--- src/rtl/sweep_controller.sv ---
// sweep_controller
//   Up/down sweep sequencer. An IDLE/UP/DOWN/HOLD state machine steps an
//   internal WIDTH-bit counter between 0 and TOP. A dwell prescaler sets how
//   many clocks each count step takes. Sits between the debounced push-button
//   front end and the VGA pattern/colour logic.
//
//   Parameters:
//     WIDTH  counter width in bits (>= 2)
//     TOP    sweep upper limit, 1 <= TOP <= 2^WIDTH-1
//     DWELL  clock cycles per count step (>= 1)
//
//   Ports:
//     clk          system clock, rising edge
//     reset        asynchronous active-low reset
//     start        begin a sweep from 0 (level, honoured in IDLE and HOLD)
//     progressive  request upward sweep
//     regressive   request downward sweep
//     stop         freeze the sweep in HOLD
//     count        current sweep value (registered)
//     state        00 IDLE, 01 UP, 10 DOWN, 11 HOLD (registered)
//     busy         high while in UP or DOWN (registered)
//     done         one-cycle pulse when a DOWN sweep steps onto 0 (registered)
//
//   Build option:
//     SWEEP_AUTO_REPEAT_EN  when defined, a DOWN step onto 0 turns straight
//                           back to UP (continuous triangle sweep) instead of
//                           parking in HOLD; done still pulses at each 0.
module sweep_controller #(
    parameter int WIDTH = 4,
    parameter int TOP   = 15,
    parameter int DWELL = 1
) (
    input  logic             clk,
    input  logic             reset,
    input  logic             start,
    input  logic             progressive,
    input  logic             regressive,
    input  logic             stop,
    output logic [WIDTH-1:0] count,
    output logic [1:0]       state,
    output logic             busy,
    output logic             done
);

    localparam int PW = (DWELL > 1) ? $clog2(DWELL) : 1;

    localparam logic [1:0] ST_IDLE = 2'b00;
    localparam logic [1:0] ST_UP   = 2'b01;
    localparam logic [1:0] ST_DOWN = 2'b10;
    localparam logic [1:0] ST_HOLD = 2'b11;

`ifdef SWEEP_AUTO_REPEAT_EN
    localparam logic [1:0] ST_AT_ZERO = ST_UP;
`else
    localparam logic [1:0] ST_AT_ZERO = ST_HOLD;
`endif

    localparam logic [WIDTH-1:0] CNT_ZERO = {WIDTH{1'b0}};
    localparam logic [WIDTH-1:0] CNT_ONE  = WIDTH'(1);
    localparam logic [WIDTH-1:0] CNT_TOP  = WIDTH'(TOP);
    localparam logic [PW-1:0]    PRE_ZERO = {PW{1'b0}};
    localparam logic [PW-1:0]    PRE_ONE  = PW'(1);
    localparam logic [PW-1:0]    PRE_LAST = PW'(DWELL - 1);

    logic [1:0]       state_r;
    logic [1:0]       state_nxt_s;
    logic [WIDTH-1:0] count_r;
    logic [WIDTH-1:0] count_nxt_s;
    logic [PW-1:0]    pre_r;
    logic [PW-1:0]    pre_nxt_s;
    logic             busy_r;
    logic             busy_nxt_s;
    logic             done_r;
    logic             done_nxt_s;
    logic             run_s;
    logic             tick_s;

    assign run_s  = (state_r == ST_UP) || (state_r == ST_DOWN);
    assign tick_s = run_s && (pre_r == PRE_LAST);

    // State, counter, prescaler and flag registers.
    always_ff @(posedge clk or negedge reset) begin
        if (!reset) begin
            state_r <= ST_IDLE;
            count_r <= CNT_ZERO;
            pre_r   <= PRE_ZERO;
            busy_r  <= 1'b0;
            done_r  <= 1'b0;
        end else begin
            state_r <= state_nxt_s;
            count_r <= count_nxt_s;
            pre_r   <= pre_nxt_s;
            busy_r  <= busy_nxt_s;
            done_r  <= done_nxt_s;
        end
    end

    // Next state and next count: stop beats a direction request, which beats a step.
    always_comb begin
        state_nxt_s = state_r;
        count_nxt_s = count_r;
        done_nxt_s  = 1'b0;
        case (state_r)
            ST_IDLE: begin
                if (start) begin
                    state_nxt_s = ST_UP;
                    count_nxt_s = CNT_ZERO;
                end else begin
                    state_nxt_s = ST_IDLE;
                end
            end
            ST_UP: begin
                if (stop) begin
                    state_nxt_s = ST_HOLD;
                end else if (regressive && !progressive) begin
                    state_nxt_s = ST_DOWN;
                end else if (tick_s) begin
                    // Already at TOP (reached by reversing out of DOWN at TOP):
                    // turn around without stepping so count cannot pass TOP.
                    if (count_r >= CNT_TOP) begin
                        state_nxt_s = ST_DOWN;
                    end else begin
                        count_nxt_s = count_r + CNT_ONE;
                        if (count_r == (CNT_TOP - CNT_ONE)) begin
                            state_nxt_s = ST_DOWN;
                        end else begin
                            state_nxt_s = ST_UP;
                        end
                    end
                end else begin
                    state_nxt_s = ST_UP;
                end
            end
            ST_DOWN: begin
                if (stop) begin
                    state_nxt_s = ST_HOLD;
                end else if (progressive) begin
                    state_nxt_s = ST_UP;
                end else if (tick_s) begin
                    // Already at 0 (entered DOWN by reversal at 0): park in HOLD
                    // without stepping; this is not a completed sweep, so no done.
                    if (count_r == CNT_ZERO) begin
                        state_nxt_s = ST_HOLD;
                    end else begin
                        count_nxt_s = count_r - CNT_ONE;
                        if (count_r == CNT_ONE) begin
                            state_nxt_s = ST_AT_ZERO;
                            done_nxt_s  = 1'b1;
                        end else begin
                            state_nxt_s = ST_DOWN;
                        end
                    end
                end else begin
                    state_nxt_s = ST_DOWN;
                end
            end
            ST_HOLD: begin
                if (start) begin
                    state_nxt_s = ST_UP;
                    count_nxt_s = CNT_ZERO;
                end else if (progressive && (count_r < CNT_TOP)) begin
                    state_nxt_s = ST_UP;
                end else if (regressive && (count_r > CNT_ZERO)) begin
                    state_nxt_s = ST_DOWN;
                end else begin
                    state_nxt_s = ST_HOLD;
                end
            end
            default: begin
                state_nxt_s = ST_IDLE;
                count_nxt_s = CNT_ZERO;
            end
        endcase
    end

    // Prescaler and busy for the coming cycle, derived from the chosen next state.
    always_comb begin
        pre_nxt_s  = PRE_ZERO;
        busy_nxt_s = (state_nxt_s == ST_UP) || (state_nxt_s == ST_DOWN);
        // The prescaler only runs while staying in UP/DOWN; any state change restarts it.
        if (busy_nxt_s && (state_nxt_s == state_r)) begin
            if (tick_s) begin
                pre_nxt_s = PRE_ZERO;
            end else begin
                pre_nxt_s = pre_r + PRE_ONE;
            end
        end else begin
            pre_nxt_s = PRE_ZERO;
        end
    end

    assign count = count_r;
    assign state = state_r;
    assign busy  = busy_r;
    assign done  = done_r;

endmodule

--- config.mk ---
export PLATFORM = sky130hd
export DESIGN_NAME = sweep_controller
export DESIGN_NICKNAME = d
export VERILOG_FILES = /design/src/rtl/sweep_controller.sv
export SDC_FILE = /design/constraint.sdc
export NUM_CORES = 1
export LEC_CHECK = 0
export BUFFER_PORTS_ARGS = -buffer_cell sky130_fd_sc_hd__buf_2
export CORE_MARGIN = 2
export CORE_UTILIZATION = 55
export CTS_BUF_LIST = sky130_fd_sc_hd__clkbuf_2 sky130_fd_sc_hd__clkbuf_4 sky130_fd_sc_hd__clkbuf_8
export DETAILED_ROUTE_END_ITERATION = 10
export PLACE_DENSITY = 0.8
export SYNTH_ARGS = -nofsm -noshare
export SYNTH_HDL_FRONTEND = slang
export SYNTH_SLANG_ARGS = --single-unit
--- constraint.sdc ---
create_clock -name clk -period 2.45 [get_ports clk]
set_input_delay 0.245 -clock clk [delete_from_list [all_inputs] [get_ports clk]]
set_output_delay 0.245 -clock clk [all_outputs]
set_load 0.01 [all_outputs]
==> flow_metrics.py <==
metrics = {
    "die": {
        "initial_core_util_pct": 61.0,
        "fp.dieH_um": 42.5,
        "core_area_um2": 1330,
        "dieWidth_um": 42.5,
        "io_pins": 14,
        "fp-row-count": 13,
        "dieArea_um2": 1800,
    },
    "worst_setup_path": {
        "regToRegStartpoint": "count[1]",
        "cp-end-kind": "flip-flop",
        "crit_fanout": 8,
        "startpoint": "count[1]",
        "cp-endpoint": "busy",
        "crit_type": "reg2reg",
        "crit_arrival_ns": 2.34,
        "cp-start-kind": "flip-flop",
        "reg2regPathDepth": 7,
        "regToRegEndpoint": "busy",
        "critical_path_required_ns": 2.56,
        "reg2reg_slack_ns": 0.22,
    },
    "synth": {
        "synth_cell_types": 35,
        "synth-main-ff-cell": "dfrtp_1",
        "synth_edf_count": 0,
        "netlist_instances": 95,
        "netlist_area_um2": 813,
        "synthArstFlopShare_pct": 100,
        "syn-num-nets": 109,
        "seq_area_frac_synth_pct": 27.7,
        "synth_commonest_cells": "nor2_1, dfrtp_1, ha_1",
        "ys_ff_latch": 9,
        "synth_top_cell_area_share_pct": 27.7,
        "yosysTopAreaCell": "dfrtp_1",
        "synth_warnings": 0,
        "avgSynthCellArea_um2": 8.56,
        "synth_most_common_cell": "nor2_1",
        "post_synth_main_area_contributors": "dfrtp_1, ha_1, nor2_1",
    },
    "cells_and_area": {
        "areaGrowthSynthToFinish_pct": 11.8,
        "antenna_cells": 0,
        "layout-drive-gt1-share_pct": 22.5,
        "regArea_um2": 226,
        "multi_input_area_um2": 529,
        "fillers": 125,
        "nets": 126,
    },
    "clock_tree": {
        "cts.sinks": 9,
        "root_buffer": "clkbuf_4",
        "cts_tree": "yes",
        "clkSlewWorstSetupHoldPaths_ns": 0.06,
        "worstSkewPairLatency_ns": 0.25,
        "post_cts_buffers": 0,
        "clk_path_buf_depth": 2,
        "numCtsBuffers": 3,
        "htree_levels": 1,
    },
    "placement": {
        "dp_hpwl_mm": 1.36,
        "io_buffers": 13,
        "gp_congestion": 0.912,
    },
    "status": {
        "outcome": "complete, no violations",
    },
    "pwr": {
        "ir_drop_uv": 832,
        "leakage_nw": 0.430,
        "powerDensity_nw_per_um2": 1300,
        "total_power_mw": 1.18,
    },
    "timing": {
        "min_period_ns": 2.23,
        "hold_ws_ns": 0.331,
        "skew_ns": 0.00264,
        "max_slew_margin_pct": 69.8,
        "finalHoldViolCount": 0,
        "fmax_mhz": 449,
        "finalSetupViolCount": 0,
        "tightest_slew_ns": 0.448,
        "rsz0062_at_grt": "no",
        "final.setup.tns_ns": 0,
        "slew_violations": 0,
        "finalCritPeriodShare_pct": 90.9,
    },
    "grt": {
        "grt_pass1_vias": 709,
        "grt_max_degree": 14,
        "grt_pass1_wl_mm": 2.99,
        "antenna_found_initial": 0,
        "overflow": 0,
        "grt_usage_pct": 21.8,
    },
    "detailed_routing": {
        "drtPass1Iterations": 4,
        "route.detailed.drc": 0,
        "ant_nets": 0,
        "vias": 731,
        "vias_per_cell": 5.80,
        "drt_iter0_drc": 20,
        "avgRoutedWirePerCell_um": 13.7,
        "routed_wl_mm": 1.73,
    },
    "run": {
        "drv_cap": 0,
    },
    "hold_path": {
        "min_path_type": "in2reg",
    },
}
## per-stage QoR
step / util [%] / worst slack, ns / instance area [µm²] / instances
after floorplan: - / 0.352 / 813 / 95
after global placement: 65.1 / 0.199 / 868 / 121
after detailed placement: 65.1 / 0.187 / 868 / 121
after CTS: 68.1 / 0.164 / 908 / 126
after global routing: 68.2 / 0.0397 / 910 / 126
final: 68.2 / 0.223 / 910 / 126
## state kept, by name, indices dropped and copies added (netlist names)
name and flops:
busy 1, count 4, state 2, pre_r 1, done 1
## where the power goes
group	switching [mW]	internal (mW)
registers	0.104	0.213
clock network	0.0454	0.0734
logic	0.423	0.324
total	0.572	0.611
## worst min path at each step
| stage | startpoint | end | slack [ns] | depth (start not counted) |
|---|---|---|---|---|
| after CTS | start | count[2] | 0.32 | 4 |
| final | start | count[2] | 0.33 | 4 |
| after global placement | reset | count[2] | 0.1 | 1 |
| after detailed placement | reset | busy | 0.1 | 1 |
| after floorplan | reset | busy | -0.05 | 0 |
| after global routing | progressive | done | 0.35 | 4 |
## kinds of logic after synthesis
kind of cell | Yosys count | synth area share [%]
AO/OA/AOI/OAI | 21 | 17.5
adder cells (fa/ha/maj) | 8 | 12.3
buffers and inverters | 9 | 7.23
flip-flops | 9 | 27.7
multiplexers | 5 | 6.31
AND/OR/NAND/NOR | 43 | 28.9
## timing repair
| action | CTS | global route |
|---|---|---|
| endpoints found under the hold margin | 9 | 0 |
| hold buffers | 1 | 0 |
| endpoints found under the setup margin | 0 | 3 |
| resized for setup | 0 | 1 |
## area by class of cell
| type | count | share of cell area, % |
|---|---|---|
| clock buffers | 4 | 3.30 |
| repair buffers | 15 | 9.08 |
| inverters | 6 | 2.48 |
| well taps | 15 | 2.06 |
| multi-input cells | 77 | 58.2 |
| flip-flops and latches | 9 | 24.9 |
## layer usage
layer	global-route usage [%]	routed length, µm	up-vias
met5	0	0	-
met4	12.5	51	0
met3	3.45	53	6
met2	32.6	751	18
met1	29.5	868	331
li1	-	-	376
## critical path, stage by stage (launching register included)
cell	delay (ns)
dfrtp_1	0.46
inv_1	0.10
ha_1	0.22
nor3b_1	0.17
a2111o_1	0.43
a2111oi_2	0.35
nand2_1	0.17
mux2i_1	0.17
## layout by cell type (no fill, tap or decap), drive strengths merged
cell | synthesis | layout
buf | 2 | 14
nor2 | 12 | 12
dfrtp | 9 | 9
ha | 8 | 8
o21ai | 8 | 8
nand2 | 7 | 7
inv | 6 | 6
nand2b | 4 | 4
mux2i | 4 | 4
clkbuf | 1 | 4
nor3 | 3 | 3
a21oi | 3 | 3
nor4 | 3 | 3
nand4b | 2 | 2
nor2b | 2 | 2
a211oi | 2 | 2
o31ai | 2 | 2
nand3 | 2 | 2
and2b | 2 | 2
o311ai | 1 | 1
nor3b | 1 | 1
a2111o | 1 | 1
a2111oi | 1 | 1
and2 | 1 | 1
or4b | 1 | 1
nand4 | 1 | 1
and3 | 1 | 1
a21o | 1 | 1
or3 | 1 | 1
a2bb2oi | 1 | 1
o22ai | 1 | 1
mux2 | 1 | 1
dlygate4sd3 | 0 | 1
Note: power is estimated with default switching activity, not from simulation.
